`config.mk`:
```
export PLATFORM = sky130hd
export DESIGN_NAME = imem_loader
export DESIGN_NICKNAME = d
export VERILOG_FILES = /design/src/rtl/imem_pkg.sv /design/src/rtl/byte_packer.sv /design/src/rtl/imem_loader.sv
export SDC_FILE = /design/constraint.sdc
export NUM_CORES = 1
export LEC_CHECK = 0
export BUFFER_PORTS_ARGS = -buffer_cell sky130_fd_sc_hd__buf_4
export CORE_AREA = 5 5 97 108
export CTS_BUF_LIST = sky130_fd_sc_hd__clkbuf_16
export DETAILED_ROUTE_END_ITERATION = 6
export DIE_AREA = 0 0 102 113
export PLACE_DENSITY = 0.78
export REMOVE_ABC_BUFFERS = 1
export SYNTH_ARGS = -nofsm -noshare
export SYNTH_HDL_FRONTEND = slang
export SYNTH_HIERARCHICAL = 1
export SYNTH_SLANG_ARGS = --single-unit
```
`constraint.sdc`:
```
create_clock -name clk -period 2.59 [get_ports clk]
set_clock_uncertainty 0.1 [all_clocks]
set_input_delay 0.1295 -clock clk [delete_from_list [all_inputs] [get_ports clk]]
set_output_delay 0.1295 -clock clk [all_outputs]
set_load 0.02 [all_outputs]
```
`src/rtl/imem_pkg.sv`:
```
// Shared types and constants for the instruction-memory loader.
package imem_pkg;

  localparam int unsigned IMEM_ADDR_W = 8;
  localparam int unsigned IMEM_WORD_W = 32;

  typedef enum logic [2:0] {
    StIdle,
    StLen,
    StData,
    StFill,
    StDone
  } imem_state_e;

endpackage

```
`src/rtl/byte_packer.sv`:
```
// Packs four accepted bytes, big-endian, into one 32-bit word.
module byte_packer
  import imem_pkg::*;
(
  input  logic                   clk,
  input  logic                   rst,
  input  logic                   clear,
  input  logic                   accept,
  input  logic [7:0]             in_byte,
  output logic                   word_valid,
  output logic [IMEM_WORD_W-1:0] word
);

  logic [1:0]  idx_q;
  logic [23:0] shift_q;

  always_ff @(posedge clk or posedge rst) begin
    if (rst) begin
      idx_q   <= '0;
      shift_q <= '0;
    end else if (clear) begin
      idx_q   <= '0;
      shift_q <= '0;
    end else if (accept) begin
      idx_q   <= idx_q + 2'd1;
      shift_q <= {shift_q[15:0], in_byte};
    end
  end

  // Fourth byte goes straight into the word so it is usable in the accept cycle.
  assign word_valid = accept && !clear && (idx_q == 2'd3);
  assign word       = {shift_q, in_byte};

endmodule

```
`src/rtl/imem_loader.sv`:
```
// Byte-stream loader for the instruction memory: length byte, packed words, then zero fill.
module imem_loader
  import imem_pkg::*;
#(
  parameter int unsigned ADDR_W = IMEM_ADDR_W
) (
  input  logic                   clk,
  input  logic                   rst,
  input  logic                   start,
  input  logic [7:0]             in_byte,
  input  logic                   in_valid,
  output logic                   in_ready,
  output logic                   mem_we,
  output logic [ADDR_W-1:0]      mem_addr,
  output logic [IMEM_WORD_W-1:0] mem_wdata,
  output logic                   cpu_hold,
  output logic                   busy,
  output logic                   done
);

  localparam int unsigned CntW  = ADDR_W + 1;
  localparam int unsigned Depth = 1 << ADDR_W;

  imem_state_e state_q, state_d;
  logic [CntW-1:0]        cnt_q, cnt_d;
  logic [CntW-1:0]        n_q, n_d;
  logic                   we_q, we_d;
  logic [ADDR_W-1:0]      addr_q, addr_d;
  logic [IMEM_WORD_W-1:0] wdata_q, wdata_d;

  logic                   accept;
  logic                   clear;
  logic                   word_valid;
  logic [IMEM_WORD_W-1:0] word;

  byte_packer u_packer (
    .clk        (clk),
    .rst        (rst),
    .clear      (clear),
    .accept     (accept && (state_q == StData)),
    .in_byte    (in_byte),
    .word_valid (word_valid),
    .word       (word)
  );

  assign in_ready = (state_q == StLen) || (state_q == StData);
  assign accept   = in_valid && in_ready;
  assign busy     = (state_q != StIdle);
  assign cpu_hold = busy && (state_q != StDone);
  assign done     = (state_q == StDone);
  assign mem_we    = we_q;
  assign mem_addr  = addr_q;
  assign mem_wdata = wdata_q;

  always_comb begin
    state_d = state_q;
    cnt_d   = cnt_q;
    n_d     = n_q;
    we_d    = 1'b0;
    addr_d  = addr_q;
    wdata_d = wdata_q;
    clear   = 1'b0;
    unique case (state_q)
      StIdle: begin
        if (start) begin
          state_d = StLen;
          cnt_d   = '0;
          clear   = 1'b1;
        end
      end
      StLen: begin
        if (accept) begin
          // A zero length byte means a full memory image.
          n_d     = (in_byte == 8'd0) ? CntW'(Depth) : CntW'(in_byte);
          state_d = StData;
        end
      end
      StData: begin
        if (word_valid) begin
          we_d    = 1'b1;
          addr_d  = cnt_q[ADDR_W-1:0];
          wdata_d = word;
          cnt_d   = cnt_q + CntW'(1);
          if (cnt_q + CntW'(1) == n_q) begin
            state_d = (n_q == CntW'(Depth)) ? StDone : StFill;
          end
        end
      end
      StFill: begin
        we_d    = 1'b1;
        addr_d  = cnt_q[ADDR_W-1:0];
        wdata_d = '0;
        cnt_d   = cnt_q + CntW'(1);
        if (cnt_q == CntW'(Depth - 1)) state_d = StDone;
      end
      StDone:  state_d = StIdle;
      default: state_d = StIdle;
    endcase
  end

  always_ff @(posedge clk or posedge rst) begin
    if (rst) begin
      state_q <= StIdle;
      cnt_q   <= '0;
      n_q     <= '0;
      we_q    <= 1'b0;
      addr_q  <= '0;
      wdata_q <= '0;
    end else begin
      state_q <= state_d;
      cnt_q   <= cnt_d;
      n_q     <= n_d;
      we_q    <= we_d;
      addr_q  <= addr_d;
      wdata_q <= wdata_d;
    end
  end

endmodule
```
==> flow_metrics.tcl, run 1 <==
set metrics [dict create \
    crit_type "flop to flop" \
    yosysUniqueCellTypes 55 \
    cts_tree "yes" \
    worstPathRequired_ns 2.72 \
    endpoint_kind "flop" \
    core_area_um2 9210 \
    maxCapViolCount 0 \
    yosysTopAreaCell "dfrtp_1" \
    hold_class "input port to flop" \
    clock_path_buffers 2 \
    drt_iter0_drc 203 \
    startpoint_type "flop" \
    htree_levels 3 \
    preCtsSetupSlack_ns -0.00357 \
    p_seq_share_pct 40.8 \
    post-route-util_pct 54.1 \
    routabilityCongestion 0.855 \
    syn_inst 362 \
    internal_power_mw 3.15 \
    cp_max_fo 3 \
    die_area_um2 11500 \
    nets 439 \
    crit_arrival_ns 2.58 \
    setup_ws_ns 0.143 \
    power_density_nw_per_um2 980 \
    cts_made_buffers 9 \
    viasPerCell 5.44 \
    use_met3_pct 3.82 \
    dpl-instance-area_um2 4540 \
    antenna_cells 0 \
    synth-main-ff-cell "dfrtp_1" \
    grt.busiest_layer "met2" \
    p_leak_nw 2.41 \
    vias 2968 \
    outcome "finished clean" \
    async_reset_ff_share_pct 100 \
    cts-root-buf "clkbuf_16" \
    area_delta_synth_final_pct 23.8 \
    path_clk_slew_ns 0.07 \
    grt.overflow.total 0 \
    synth-edff-count 0 \
    report.final.slew_viol_count 0 \
    yosysSeqAreaShare_pct 54.7 \
    timing.final.crit_share_pct 94.5 \
    switching_power_mw 1.73 \
    fin_tns_setup_ns 0 \
    grtUsageMet2_pct 26.5 \
    met1_usage_pct 22.0 \
    yosys-top-cells-area "dfrtp_1 (55%), a22o_1 (7.2%), mux2i_1 (6.2%), nor2_1 (3.6%), nand2_1 (3.1%)" \
    slew_headroom_pct 31.9 \
    grt_pass1_vias 3061 \
    ios 57 \
    worstMarginPinSlew_ns 1.02 \
    clkPwrFrac_pct 26.5 \
    ir_drop_mv 0.439 \
    start_util_pct 43.7 \
    rsz0062_at_grt "false" \
    die_w_um 102 \
    yosysWarningCount 6 \
    drtAntennaViolNets 0 \
    drcViolationCount 0 \
    synth_top_area_share_pct 54.7 \
    design_area_um2 4980 \
    yosys_register_bits 88 \
    synthTopCellsByCount "dfrtp_1 (88), nor2_1 (39), a22o_1 (33), nand2_1 (33), mux2i_1 (25)" \
    antenna_found_initial 0 \
    avgSynthCellArea_um2 11.1 \
    wl_per_cell_um 16.4 \
    p_sw_share_pct 35.5 \
    max_freq_mhz 409 \
    drive_gt1_share_pct 25.9 \
    grt_max_degree 30 \
    clock_latency_ns 0.34 \
    netlist_area_um2 4020 \
    rows 37 \
    cts.sinks 88 \
    setup_violations 0 \
    firstDrtPassIters 4 \
    finalHoldViolCount 0 \
    grt_pass1_wl_um 15300 \
    routed_wl_um 8940 \
    dp_hpwl_um 6060 \
    whs_ns 0.294 \
    combPwrFrac_pct 32.7 \
    grtUsageTotal_pct 16.5 \
    yosysMostFrequentCell "dfrtp_1" \
    io_buffers 56 \
    die_y_um 113 \
    period_needed_ns 2.45 \
]
==> per-layer routing <==
layer,share of wire (%),vias to the layer above
met5,0,-
met4,1.1,0
met3,4.6,9
met2,50,70
met1,44,1508
li1,-,1381
==> worst paths after layout <==
| kind | from | endpoint | slack, ns | cells after the start |
|---|---|---|---|---|
| min in group asynchronous | rst | mem_wdata[19]$_DFFE_PP0P_ | 0.35 | 3 |
| worst min register to register | mem_addr[7]$_DFFE_PP0P_ | mem_addr[7]$_DFFE_PP0P_ | 0.38 | 2 |
| worst min-delay path | start | u_packer/idx_q[0]$_DFFE_PP0P_ | 0.29 | 5 |
| worst max-delay path | cnt_q[1]$_DFFE_PP0P_ | state_q[1]$_DFFE_PP0P_ | 0.14 | 10 |
| worst max register to register | cnt_q[1]$_DFFE_PP0P_ | state_q[1]$_DFFE_PP0P_ | 0.14 | 10 |
| max in group asynchronous | rst | u_packer/idx_q[1]$_DFFE_PP0P_ | 1.25 | 3 |
==> metrics by stage <==
| step | power (mW) | cells |
|---|---|---|
| 2_1_floorplan | 3.00 | 328 |
| 3_3_place_gp | 3.49 | 519 |
| 3_5_place_dp | 3.55 | 519 |
| 4_1_cts | 4.89 | 545 |
| 5_1_grt | 5.17 | 546 |
| 6_report | 4.88 | 546 |
==> kinds of logic (layout without fill, tap and decap cells) <==
kind of cell / Yosys count / after routing / share of synthesized area, %
xor gates and xnor gates: 13 / 13 / 2.83
buffers and inverters: 43 / 110 / 6.22
adders and majority gates: 3 / 3 / 0.933
muxes: 33 / 33 / 8.46
DFF: 88 / 88 / 54.7
and+or+nand+nor: 110 / 110 / 13.0
AOI/OAI and AO/OA: 72 / 72 / 13.9
==> layout make-up <==
class                   count  area (um2)
clock buffers               9         225
well taps                 117         146
clock inverters             7        70.1
inverters                   9        36.3
multi-input cells         231        1620
fillers                   770        4230
flip-flops and latches     88        2200
repair buffers             85         686
==> worst max-delay path: stages, from the launching register on <==
cell	delay, ns
dfrtp_1	0.38
ha_2	0.19
and3_4	0.18
and3_4	0.18
and3_4	0.18
ha_4	0.27
xor2_2	0.13
o311a_1	0.16
o211ai_1	0.11
buf_4	0.17
o31a_1	0.29
==> power by group through the flow <==
stage | Combinational (mW) | Clock [mW] | Sequential [mW]
after floorplan | 1.02 | 0 | 1.98
after global placement | 1.50 | 0 | 1.98
after detailed placement | 1.56 | 0 | 2.00
after CTS | 1.59 | 1.32 | 1.98
after global routing | 1.76 | 1.37 | 2.03
final | 1.60 | 1.29 | 1.99
==> placed cells by master, fill, tap and decap left out, types with 2 or more instances in the layout <==
cell	Yosys	final
o31ai_1	2	2
nor2b_1	4	4
nor2_2	1	2
buf_12	2	2
clkbuf_16	0	9
o31a_1	2	2
and3_4	0	3
dlygate4sd3_1	0	9
nor3_1	3	3
o21ai_0	3	3
nand2_1	33	33
a22o_1	33	33
dfrtp_1	88	88
mux2i_1	25	25
inv_6	0	2
a22oi_1	2	2
clkinvlp_4	0	2
a211oi_1	2	2
a21oi_1	3	3
and3_1	5	2
inv_1	8	8
xnor2_1	7	7
xor2_1	6	5
o211ai_1	3	3
mux2_1	5	5
nor2_1	39	38
mux2_2	3	3
and2_1	4	4
nand3_1	4	4
nand4_1	3	3
a2111oi_1	1	2
buf_4	9	74
o21ai_1	11	11
nor4_1	3	3
==> what timing repair did <==
item,CTS,global route
setup buffers,1,1
pin swaps,1,2
hold buffers,9,0
endpoints found under the hold margin,76,0
setup endpoints to repair,1,17
resized for setup,2,7
==> registers in the layout, summed over array words and instances, names as in the netlist <==
register          cells
mem_addr              8
cnt_q                 9
mem_we                1
state_q               3
n_q                   9
mem_wdata            32
u_packer/idx_q        2
u_packer/shift_q     24
No activity file was read; power rests on OpenSTA's default activity.
==> run 2: changes to the inputs <==
- CELL_PAD_IN_SITES_DETAIL_PLACEMENT: unset -> 1
- CELL_PAD_IN_SITES_GLOBAL_PLACEMENT: unset -> 2
- CORE_AREA: 5 5 97 108 -> 5 5 110 123
- DIE_AREA: 0 0 102 113 -> 0 0 115 128
- PLACE_DENSITY: 0.78 -> 0.87
==> run 2 against run 1 <==
Count of clock-buffer cells in the layout unchanged. Total power fell by 2.2%. Sequential power about the same. Setup slack got worse by 0.035 ns. Flip-flop and latch count stayed put. Via count is 0.67% higher. Critical endpoint is now state_q[0]$_DFFE_PP0P_. Sequential share of layout area down 0.17 points. Non-clock buffer count grew 4. Utilization down 13 points. Critical path type unchanged. Hold slack worse by 0.025 ns.
==> flow_metrics.tcl, run 2 (synthesis gave the netlist of run 1 again) <==
set metrics [dict create \
    drcViolationCount 0 \
    r2r_start "cnt_q[1]$_DFFE_PP0P_" \
    cts-root-buf "clkbuf_16" \
    grtUsageTotal_pct 14.4 \
    whs_ns 0.268 \
    drtAntennaViolNets 0 \
    core_area_um2 12300 \
    rows 43 \
    path_delay_family "compound AO/OA/AOI/OAI gates" \
    r2r_end "state_q[0]$_DFFE_PP0P_" \
    cpPeakStageDelay_ns 0.38 \
    routed_wl_um 9900 \
    preCtsSetupSlack_ns -0.0318 \
    path_clk_slew_ns 0.07 \
    mostFrequentLayoutCells "dfrtp_1 (88), buf_4 (80), nor2_1 (38)" \
    cp_cell_sequence "ha_2 > and3_4 > and3_4 > and3_4 > ha_4 > xor2_2 > o311a_1 > o211ai_1 > a211o_1 > o31ai_2" \
    cts.sinks 88 \
    crit_buf_inv 0 \
    slew_headroom_pct 31.5 \
    start_util_pct 32.8 \
    viasPerCell 5.06 \
    report.final.slew_viol_count 0 \
    startpoint_type "flop" \
    worstMarginPinSlew_ns 1.03 \
    critical-path-slowest-cell "dfrtp_1" \
    die_area_um2 14700 \
    dp_hpwl_um 7150 \
    cts_tree "yes" \
    grt_max_degree 28 \
    outcome "finished clean" \
    area_delta_synth_final_pct 24.3 \
    period_needed_ns 2.48 \
    grt.overflow.total 0 \
    die_w_um 115 \
    crit_arrival_ns 2.62 \
    fin_tns_setup_ns 0 \
    hold_class "input port to async pin" \
    io_buffers 56 \
    worstPathRequired_ns 2.73 \
    crit_top_cell "and3_4" \
    nets 443 \
    vias 2988 \
    setup_ws_ns 0.108 \
    setup_violations 0 \
    max_freq_mhz 403 \
    finalHoldViolCount 0 \
    firstDrtPassIters 4 \
    drive_gt1_share_pct 26.1 \
    clock_latency_ns 0.34 \
    power_density_nw_per_um2 955 \
    antenna_cells 0 \
    cts_made_buffers 9 \
    rrSetupSlack_ns 0.11 \
    ios 57 \
    maxCapViolCount 0 \
    r2r_cells 10 \
    clock_path_buffers 2 \
    htree_levels 3 \
    cp_max_fo 3 \
    die_y_um 128 \
    wl_per_cell_um 16.8 \
    grt_pass1_wl_um 16800 \
    timing.final.crit_share_pct 95.8 \
    mostFrequentLayoutCell "dfrtp_1" \
    p_leak_nw 2.41 \
    rsz0062_at_grt "false" \
    ir_drop_mv 0.367 \
    endpoint_kind "flop" \
    grt_pass1_vias 3269 \
    crit_type "flop to flop" \
    drt_iter0_drc 104 \
    antenna_found_initial 0 \
    largest_register_ffs 32 \
    routabilityCongestion 0.836 \
]
==> run 2: cell count changes in the layout (fill, tap and decap cells not counted), sizes merged <==
cell      change
inv           -2
clkinvlp      -1
bufinv        -1
buf           +4
clkinv        +4
==> run 2: routing by layer <==
layer | part of all wire [%] | track usage, %
met5 | 0 | 0
met3 | 3.2 | 3.40
met2 | 53 | 24.9
met1 | 42 | 17.8
met4 | 1.2 | 3.73
==> run 2: cell type report <==
| type | count | area (um2) |
|---|---|---|
| clock buffer | 9 | 225 |
| clock inverter | 7 | 40.0 |
| fill | 1370 | 7270 |
| inverter | 9 | 33.8 |
| multi-input combinational | 231 | 1610 |
| sequential | 88 | 2200 |
| tap | 157 | 196 |
| timing repair buffer | 89 | 691 |
==> run 2: worst max-delay path by stage <==
stage	from	to	slack (ns)	depth (start not counted)
after global routing	cnt_q[1]$_DFFE_PP0P_	state_q[0]$_DFFE_PP0P_	0.006	10
after floorplan	state_q[1]$_DFFE_PP0P_	cnt_q[5]$_DFFE_PP0P_	-1.38	9
after CTS	cnt_q[0]$_DFFE_PP0P_	state_q[0]$_DFFE_PP0P_	0.02	10
after global placement	cnt_q[0]$_DFFE_PP0P_	state_q[0]$_DFFE_PP0P_	0.06	10
final	cnt_q[1]$_DFFE_PP0P_	state_q[0]$_DFFE_PP0P_	0.11	10
after detailed placement	cnt_q[0]$_DFFE_PP0P_	state_q[0]$_DFFE_PP0P_	-0.03	10
==> run 2: power breakdown <==
part           total [mW]  internal, mW  leakage (nW)  switching [mW]
Clock                1.16         0.640         0.129           0.524
Combinational        1.64         0.704          1.09           0.940
Sequential           1.97          1.69          1.19           0.280
==> run 2: worst min-delay path, delay by kind of cell <==
kind	cells	cell delay [ns]
buf+inv	3	1.00
==> run 2: through the flow <==
| stage | power [mW] | util [%] | instance area, um2 | std cells |
|---|---|---|---|---|
| finish | 4.78 | 40.8 | 5000 | 590 |
| global route | 5.10 | 40.8 | 5000 | 590 |
| CTS | 4.84 | 40.6 | 4980 | 590 |
| detailed placement | 3.61 | 37.4 | 4590 | 563 |
| global placement | 3.53 | 37.4 | 4590 | 563 |
| floorplan | 3.00 | - | 3810 | 328 |
==> run 2: repair_timing <==
action	in CTS	in global routing
pin swaps	2	4
hold buffers	9	0
setup endpoints to repair	1	3
hold endpoints to repair	64	0
resized for setup	3	3
buffers inserted	2	1
